<file path="config.mk">
export PLATFORM = sky130hd
export DESIGN_NAME = decode_stage
export DESIGN_NICKNAME = d
export VERILOG_FILES = /design/src/rtl/decode_pkg.sv /design/src/rtl/decode_fields.sv /design/src/rtl/decode_stage.sv
export SDC_FILE = /design/constraint.sdc
export NUM_CORES = 1
export LEC_CHECK = 0
export CAP_MARGIN = 10
export CORE_MARGIN = 1
export CORE_UTILIZATION = 40
export CTS_CLUSTER_SIZE = 30
export DETAILED_ROUTE_END_ITERATION = 12
export GPL_ROUTABILITY_DRIVEN = 0
export SYNTH_ARGS = -nofsm -noshare
export SYNTH_HDL_FRONTEND = slang
export SYNTH_SLANG_ARGS = --single-unit
</file>
<file path="constraint.sdc">
create_clock -name clk -period 5.6 [get_ports clk]
set_input_delay 0.56 -clock clk [delete_from_list [all_inputs] [get_ports clk]]
set_output_delay 0.56 -clock clk [all_outputs]
set_load 0.02 [all_outputs]
</file>
<file path="src/rtl/decode_pkg.sv">
// Shared decode definitions: format codes, opcode constants and small helpers
// used by the decode stage and its field extractor.
package decode_pkg;

  typedef enum logic [1:0] {
    FMT_A   = 2'd0,
    FMT_B   = 2'd1,
    FMT_C   = 2'd2,
    FMT_ILL = 2'd3
  } fmt_e;

  localparam logic [5:0] OPC_A_ZERO = 6'b000000;
  localparam logic [5:0] OPC_A_ONES = 6'b111111;
  localparam logic [5:0] OPC_B_LO   = 6'b100010;
  localparam logic [5:0] OPC_B_HI   = 6'b100011;
  localparam logic [5:0] OPC_C      = 6'b110000;

  function automatic fmt_e fmt_of(input logic [5:0] opc);
    fmt_e f;
    case (opc)
      OPC_A_ZERO, OPC_A_ONES: f = FMT_A;
      OPC_B_LO, OPC_B_HI:     f = FMT_B;
      OPC_C:                  f = FMT_C;
      default:                f = FMT_ILL;
    endcase
    return f;
  endfunction

  // Statistics counters stick at all-ones instead of wrapping.
  function automatic logic [15:0] sat_inc(input logic [15:0] v, input logic en);
    logic [15:0] r;
    if (en && (v != 16'hFFFF)) begin
      r = v + 16'd1;
    end else begin
      r = v;
    end
    return r;
  endfunction

endpackage

</file>
<file path="src/rtl/decode_fields.sv">
// Purely combinational field extraction for one instruction word; the stage
// registers its results so the skid entry already holds decoded fields.
module decode_fields
  import decode_pkg::*;
#(
  parameter int INSTR_W  = 32,
  parameter int REG_AW   = 5,
  parameter int OPC_W    = 6,
  parameter int IMM_W    = 32,
  parameter int SIGN_EXT = 1,
  parameter int FUNC_W   = INSTR_W - 3*REG_AW - OPC_W
) (
  input  logic [INSTR_W-1:0] instr,
  output fmt_e               fmt,
  output logic [REG_AW-1:0]  rsrc1,
  output logic [REG_AW-1:0]  rsrc2,
  output logic [REG_AW-1:0]  rdst,
  output logic [OPC_W-1:0]   opcode,
  output logic [FUNC_W-1:0]  func,
  output logic [IMM_W-1:0]   imm,
  output logic               illegal
);

  localparam int BIMM_W = INSTR_W - 2*REG_AW - OPC_W;
  localparam int CIMM_W = INSTR_W - OPC_W;

  logic [BIMM_W-1:0] b_imm;
  logic [CIMM_W-1:0] c_imm;

  assign b_imm = instr[INSTR_W-2*REG_AW-1:OPC_W];
  assign c_imm = instr[INSTR_W-1:OPC_W];

  // Select fields by format; anything not used by a format stays zero.
  always_comb begin
    fmt     = fmt_of(6'(instr[OPC_W-1:0]));
    opcode  = instr[OPC_W-1:0];
    rsrc1   = '0;
    rsrc2   = '0;
    rdst    = '0;
    func    = '0;
    imm     = '0;
    illegal = 1'b0;
    case (fmt)
      FMT_A: begin
        rsrc1 = instr[INSTR_W-1 -: REG_AW];
        rsrc2 = instr[INSTR_W-REG_AW-1 -: REG_AW];
        rdst  = instr[INSTR_W-2*REG_AW-1 -: REG_AW];
        func  = instr[INSTR_W-3*REG_AW-1:OPC_W];
      end
      FMT_B: begin
        rsrc1 = instr[INSTR_W-1 -: REG_AW];
        rsrc2 = instr[INSTR_W-REG_AW-1 -: REG_AW];
        if (SIGN_EXT != 0) begin
          imm = IMM_W'($signed(b_imm));
        end else begin
          imm = IMM_W'(b_imm);
        end
      end
      FMT_C: begin
        imm = IMM_W'(c_imm);
      end
      FMT_ILL: begin
        illegal = 1'b1;
      end
      default: begin
        illegal = 1'b1;
      end
    endcase
  end

endmodule

</file>
<file path="src/rtl/decode_stage.sv">
// Single-cycle decode stage: input-side field extraction feeding an output
// register backed by a one-entry skid register, plus saturating statistics.
module decode_stage
  import decode_pkg::*;
#(
  parameter int INSTR_W  = 32,
  parameter int REG_AW   = 5,
  parameter int OPC_W    = 6,
  parameter int IMM_W    = 32,
  parameter int SIGN_EXT = 1
) (
  input  logic                                clk,
  input  logic                                rst,
  input  logic                                in_valid,
  output logic                                in_ready,
  input  logic [INSTR_W-1:0]                  in_instr,
  input  logic                                flush,
  output logic                                out_valid,
  input  logic                                out_ready,
  output logic [1:0]                          out_fmt,
  output logic [REG_AW-1:0]                   out_rsrc1,
  output logic [REG_AW-1:0]                   out_rsrc2,
  output logic [REG_AW-1:0]                   out_rdst,
  output logic [OPC_W-1:0]                    out_opcode,
  output logic [INSTR_W-3*REG_AW-OPC_W-1:0]   out_func,
  output logic [IMM_W-1:0]                    out_imm,
  output logic                                out_illegal,
  output logic [15:0]                         cnt_decoded,
  output logic [15:0]                         cnt_illegal
);

  localparam int FUNC_W = INSTR_W - 3*REG_AW - OPC_W;
  localparam int DW     = 2 + 3*REG_AW + OPC_W + FUNC_W + IMM_W + 1;

  fmt_e              dec_fmt;
  logic [REG_AW-1:0] dec_rsrc1, dec_rsrc2, dec_rdst;
  logic [OPC_W-1:0]  dec_opcode;
  logic [FUNC_W-1:0] dec_func;
  logic [IMM_W-1:0]  dec_imm;
  logic              dec_illegal;
  logic [DW-1:0]     dec_word;

  logic [DW-1:0] out_data_q, out_data_d, skid_data_q, skid_data_d;
  logic          out_valid_q, out_valid_d, skid_valid_q, skid_valid_d;
  logic          in_ready_q, in_ready_d;
  logic [15:0]   cnt_dec_q, cnt_dec_d, cnt_ill_q, cnt_ill_d;
  logic          in_fire, out_fire;

  decode_fields #(
    .INSTR_W (INSTR_W),
    .REG_AW  (REG_AW),
    .OPC_W   (OPC_W),
    .IMM_W   (IMM_W),
    .SIGN_EXT(SIGN_EXT),
    .FUNC_W  (FUNC_W)
  ) u_fields (
    .instr  (in_instr),
    .fmt    (dec_fmt),
    .rsrc1  (dec_rsrc1),
    .rsrc2  (dec_rsrc2),
    .rdst   (dec_rdst),
    .opcode (dec_opcode),
    .func   (dec_func),
    .imm    (dec_imm),
    .illegal(dec_illegal)
  );

  // Illegal flag sits in bit 0 so the counter update can read it directly.
  assign dec_word = {dec_fmt, dec_rsrc1, dec_rsrc2, dec_rdst, dec_opcode,
                     dec_func, dec_imm, dec_illegal};
  assign {out_fmt, out_rsrc1, out_rsrc2, out_rdst, out_opcode,
          out_func, out_imm, out_illegal} = out_data_q;

  assign in_fire     = in_valid & in_ready_q;
  assign out_fire    = out_valid_q & out_ready;
  assign in_ready    = in_ready_q;
  assign out_valid   = out_valid_q;
  assign cnt_decoded = cnt_dec_q;
  assign cnt_illegal = cnt_ill_q;

  // Next-state for output/skid entries and counters; flush overrides everything.
  always_comb begin
    out_data_d   = out_data_q;
    out_valid_d  = out_valid_q;
    skid_data_d  = skid_data_q;
    skid_valid_d = skid_valid_q;
    cnt_dec_d    = cnt_dec_q;
    cnt_ill_d    = cnt_ill_q;
    if (flush) begin
      out_valid_d  = 1'b0;
      skid_valid_d = 1'b0;
    end else begin
      cnt_dec_d = sat_inc(cnt_dec_q, out_fire);
      cnt_ill_d = sat_inc(cnt_ill_q, out_fire & out_data_q[0]);
      if (!out_valid_q || out_fire) begin
        if (skid_valid_q) begin
          out_data_d   = skid_data_q;
          out_valid_d  = 1'b1;
          skid_valid_d = 1'b0;
        end else if (in_fire) begin
          out_data_d  = dec_word;
          out_valid_d = 1'b1;
        end else begin
          out_valid_d = 1'b0;
        end
      end else if (in_fire) begin
        skid_data_d  = dec_word;
        skid_valid_d = 1'b1;
      end else begin
        skid_valid_d = skid_valid_q;
      end
    end
    in_ready_d = ~skid_valid_d;
  end

  // State registers with asynchronous reset.
  always_ff @(posedge clk or posedge rst) begin
    if (rst) begin
      out_data_q   <= '0;
      out_valid_q  <= 1'b0;
      skid_data_q  <= '0;
      skid_valid_q <= 1'b0;
      in_ready_q   <= 1'b1;
      cnt_dec_q    <= 16'd0;
      cnt_ill_q    <= 16'd0;
    end else begin
      out_data_q   <= out_data_d;
      out_valid_q  <= out_valid_d;
      skid_data_q  <= skid_data_d;
      skid_valid_q <= skid_valid_d;
      in_ready_q   <= in_ready_d;
      cnt_dec_q    <= cnt_dec_d;
      cnt_ill_q    <= cnt_ill_d;
    end
  end

endmodule

</file>
# Word level (Yosys, flattened, before mapping)
# Cells that the tools add are included.
# totals
regBits	169
input_bits	37
word_cells	55
# op_classes
addsub	2
eq_ne	9
n_mux	16
n_bitwise	6
n_reduce_logical	15
# ops
operator	count
67-bit two-way mux	2
32-bit case mux with 2 select lines	1
16-bit by 1-bit adder with 16-bit output (second input constant)	2
16-bit inequality test (second input constant)	2
6-bit == test (second input constant)	4
5-bit two-way mux	3
11-bit two-way mux	1
1-bit two-way mux	8
6-bit logical NOT	1
2-bit case mux with 3 select lines	1
3-bit AND reduction	2
2-bit OR reduction	3
2-bit == test (second input constant)	2
2-bit AND reduction	2
2-bit nonzero test	2
1-bit bitwise AND	3
1-bit inverter	3
2-bit by 1-bit == test with 1-bit output (second input constant)	1
1-bit logical AND	2
2-bit logical NOT	1
1-bit logical NOT	1
1-bit logical OR	1

# Depth between registers and ports, before layout
# logic_depth
depth_word	8
ltp_mapped	10

# Hierarchy
# Synthesis repeated with hierarchy kept, for this count alone.
# unflattened
cells_unflattened	715
area_unflattened_um2	8129.0
# by_module_without_submodules
mod	instances	cells_per_inst	area_each_um2	seq_area_each_um2
decode_stage	1	592	7263.2	4230.3
decode_fields	1	123	865.8	0.0

# Worst setup path after synthesis
# No wires, ideal clock.
# synth_path
kind	input -> register
start	input in_instr[0]
end	register out_data_q[8]
arrival_time_ps	2551
t_required_ps	5535
setup_slack_ps	2984
cell_stages	9
n_path_buf	1
path_cell_list	or4_4 > nor2_2 > inv_1 > ha_1 > nor2_1 > clkbuf_1 > nand2_1 > o211ai_1 > o21a_1
# synth_between
elab_chain_cells	7
elab_cells_between_ends	13
cone_classes	eq/ne (6); mux (4); reduce/logical (3)
# synth_rtl
element	line	text
start: declaration	decode_stage.sv:16	input logic [INSTR_W-1:0] in_instr,
6-bit == test or 6-bit logical NOT (tied branches)	decode_pkg.sv:20	case (opc)
2-bit OR reduction	decode_pkg.sv:20	
2-bit case mux with 3 select lines *	decode_pkg.sv:20	
2-bit == test or 2-bit by 1-bit == test with 1-bit output (tied branches)	decode_fields.sv:43	case (fmt)
32-bit case mux with 2 select lines *	decode_fields.sv:43	
67-bit two-way mux *	decode_stage.sv:100	end else if (in_fire) begin
67-bit two-way mux *	decode_stage.sv:96	if (skid_valid_q) begin
end signal: assignment	decode_stage.sv:127	out_data_q <= out_data_d;
end: declaration	decode_stage.sv:43	logic [DW-1:0] out_data_q, out_data_d, skid_data_q, skid_data_d;
# Every way passes the cells marked *; elsewhere a longest branch is shown, timed or not. The select of a mux whose other input is x is not followed.
# A chain may end at the register's enable or synchronous reset.

# Worst setup path after layout
# layout_path
start	register skid_valid_q
end	register out_data_q[41]
# layout_between
elab_chain_cells	2
elab_cells_between_ends	3
cone_classes	mux (1); reduce/logical (2)
# layout_rtl
element	line	text
start: declaration	decode_stage.sv:44	logic out_valid_q, out_valid_d, skid_valid_q, skid_valid_d;
start signal: assignment	decode_stage.sv:130	skid_valid_q <= skid_valid_d;
2-bit nonzero test (no line)	n/a	
3-bit AND reduction (no line)	n/a	
# Parallel ways exist; a longest one is shown, timed or not.

==> impl_metrics.json <==
{
  "drt_first_pass_iters": 5,
  "async_flop_share_pct": 100,
  "worstSetupStartpointType": "register",
  "routedWlPerCell_um": 16.6,
  "core_mm2": 0.0168,
  "final_cell_mix": "157 x dfrtp_1, 137 x clkdlybuf4s50_1, 112 x nand2_1, 58 x o21ai_0, 31 x and3_1",
  "nets": 805,
  "ant_nets": 0,
  "fill_cells": 1501,
  "syn_nets": 692,
  "seqCellArea_mm2": 0.00398,
  "p_int_mw": 2.14,
  "cts_hold_buffers": 0,
  "wl_met1_um": 7680,
  "synth_edf_count": 0,
  "fin_tns_setup_ns": 0,
  "cp_max_fo": 102,
  "grt_max_degree": 114,
  "sequentialPowerShare_pct": 46.0,
  "pin_count": 138,
  "htreeDepth": 4,
  "power.switching_mw": 0.732,
  "worst_pin_slew_ns": 1.09,
  "io_buffers": 137,
  "synth_flop_cell": "dfrtp_1",
  "initial_core_util_pct": 41.5,
  "synth_seq_cells": 159,
  "cts_buffers": 17,
  "syn_avg_cell_area_um2": 10.7,
  "std_cell_rows": 47,
  "layout_commonest_cell": "dfrtp_1",
  "top_layer": "met4",
  "syn2layout_area_growth_pct": 29.8,
  "clkTransAtPathRegs_ns": 0.06,
  "wl_um": 16600,
  "antennaDiodeCount": 0,
  "setup_viol": 0,
  "period_needed_ns": 3.52,
  "via_per_inst": 5.35,
  "root_buffer": "clkbuf_16",
  "slew_headroom_pct": 27.4,
  "ys_seq_area_share_pct": 57.2,
  "drv_cap": 0,
  "dieArea_mm2": 0.0179,
  "fin_crit_sh_pct": 62.9,
  "cts_max_path_buffers": 2,
  "synth_cells": 650,
  "globalRouteOverflowTotal": 0,
  "finalHoldViolations": 0,
  "drc_errors": 0,
  "swShare_pct": 25.5,
  "hold_class": "register to register",
  "drive_above_1_share_pct": 8.51,
  "status": "completed",
  "cts.sink_count": 159,
  "power_density_mw_per_mm2": 318,
  "die_h_um": 134,
  "pwr-share-comb_pct": 14.8,
  "die_x_um": 134,
  "grt.total_usage_pct": 19.8,
  "wl_met2_um": 7810,
  "fin_util_pct": 53.9,
  "peakVddDrop_mv": 0.228,
  "grt_pass1_vias": 5289,
  "skew_ns": 0.00508,
  "route.met3.wl_um": 900,
  "yosysUniqueCellTypes": 45,
  "p_leak_nw": 3.91,
  "insertion_delay_ns": 0.42,
  "drtIter0Drc": 313,
  "fmax_mhz": 284,
  "clockPowerShare_pct": 39.3,
  "finalMaxSlewViolations": 0,
  "yosysWarnings": 0,
  "cts_tree": "done",
  "synth_area_mm2": 0.00695,
  "postCtsSetupRepairBufs": 0,
  "antenna_found_initial": 0,
  "grt_pass1_wl_um": 27900,
  "vias": 5327,
  "endpoint_kind": "register",
  "multi_input_area_mm2": 0.00276,
  "cp.required_ns": 5.94,
  "setup.worst_path.class": "register to register",
  "rsz0062_at_grt": "no",
  "hold_ws_ns": 0.473,
  "dpl.hpwl_um": 10600,
  "arrival_ns": 3.87,
  "cts_resized": 0
}
==> cell families after synthesis <==
logic type,Yosys count,share of synthesized area [%]
AND/OR/NAND/NOR,212,14.9
adder cells (fa/ha/maj),5,0.900
AO/OA/AOI/OAI,171,16.4
flip-flops,159,57.2
multiplexers,26,4.08
XOR/XNOR,25,3.15
buffers and inverters,52,3.33
==> layer usage <==
metal	global-route usage (%)	vias up
met2	30.1	151
met3	5.06	13
met1	27.8	2627
li1	-	2536
met4	6.31	0
met5	0	-
==> worst max-delay path, cell delays in order (launching register included) <==
cell,delay [ns]
dfrtp_4,1.11
a21oi_1,0.20
or3_2,0.96
nor2_1,0.27
and3_1,0.62
a221o_1,0.27
==> final timing paths <==
kind | start | endpoint | slack (ns) | cells after the start
max in group asynchronous | rst | out_data_q[35] | 3.67 | 3
setup / recovery | skid_valid_q | out_data_q[41] | 2.08 | 5
setup reg to reg | skid_valid_q | out_data_q[41] | 2.08 | 5
min in group asynchronous | rst | cnt_illegal[0] | 0.76 | 2
hold / removal | skid_data_q[61] | skid_data_q[61] | 0.47 | 2
hold reg to reg | skid_data_q[61] | skid_data_q[61] | 0.47 | 2
==> power groups by stage <==
stage | clock network, mW | logic [mW] | registers [mW]
after floorplan | 0 | 0.146 | 1.40
after global placement | 0 | 0.420 | 1.33
after CTS | 1.15 | 0.432 | 1.32
after detailed placement | 0 | 0.431 | 1.34
final | 1.13 | 0.424 | 1.32
after global routing | 1.21 | 0.459 | 1.33
==> flip-flops by register name (all words and copies together) (netlist names) <==
signal,count
skid_valid_q,1
out_data_q,62
cnt_illegal,16
skid_data_q,62
in_ready,1
cnt_decoded,16
out_valid,1
==> cells in the mapped netlist, types with 2 or more instances <==
cell       number  area share (%)
nand4_1         8            0.72
nand2_1       112             6.0
a221o_1        16             2.3
and3_1         31             2.8
buf_4           5            0.54
mux2_2         19             3.1
buf_2           2            0.14
xnor2_1        14             1.8
nor2b_1         4            0.36
buf_1           3            0.16
o31ai_1        10             1.1
a2111oi_0       2            0.25
and4_1          3            0.38
and2_1          3            0.27
o211ai_1       16             1.7
clkbuf_1       35             1.9
a21oi_1        29             2.1
inv_1           5            0.27
or3_1           2            0.18
nor4_1          2            0.18
mux2i_1         7             1.0
dfrtp_1       158              57
o21a_1         19             2.1
ha_1            5            0.90
a31oi_1         3            0.27
nand3_1        15             1.1
nand2b_1        3            0.27
buf_6           2            0.32
o21ai_0        58             4.2
xor2_1         11             1.4
and4b_1         2            0.29
nor2_1         13            0.70
nor3_1          6            0.43
a22o_1         16             2.0
==> per-stage QoR <==
stage / power, mW / setup slack, ns / cells / area, µm²
global route: 3.01 / 1.79 / 996 / 9030
global placement: 1.75 / 1.98 / 964 / 8450
finish: 2.87 / 2.08 / 996 / 9030
floorplan: 1.54 / 0.750 / 650 / 6950
CTS: 2.91 / 2.02 / 996 / 9030
detailed placement: 1.77 / 1.88 / 964 / 8450
==> cell type report <==
type,count,share of cell area [%]
sequential,159,44.1
multi-input combinational,439,30.6
timing repair buffer,141,15.5
clock buffer,27,5.90
tap,220,3.05
clock inverter,5,0.554
inverter,5,0.263
(Power assumes the default switching activity.)
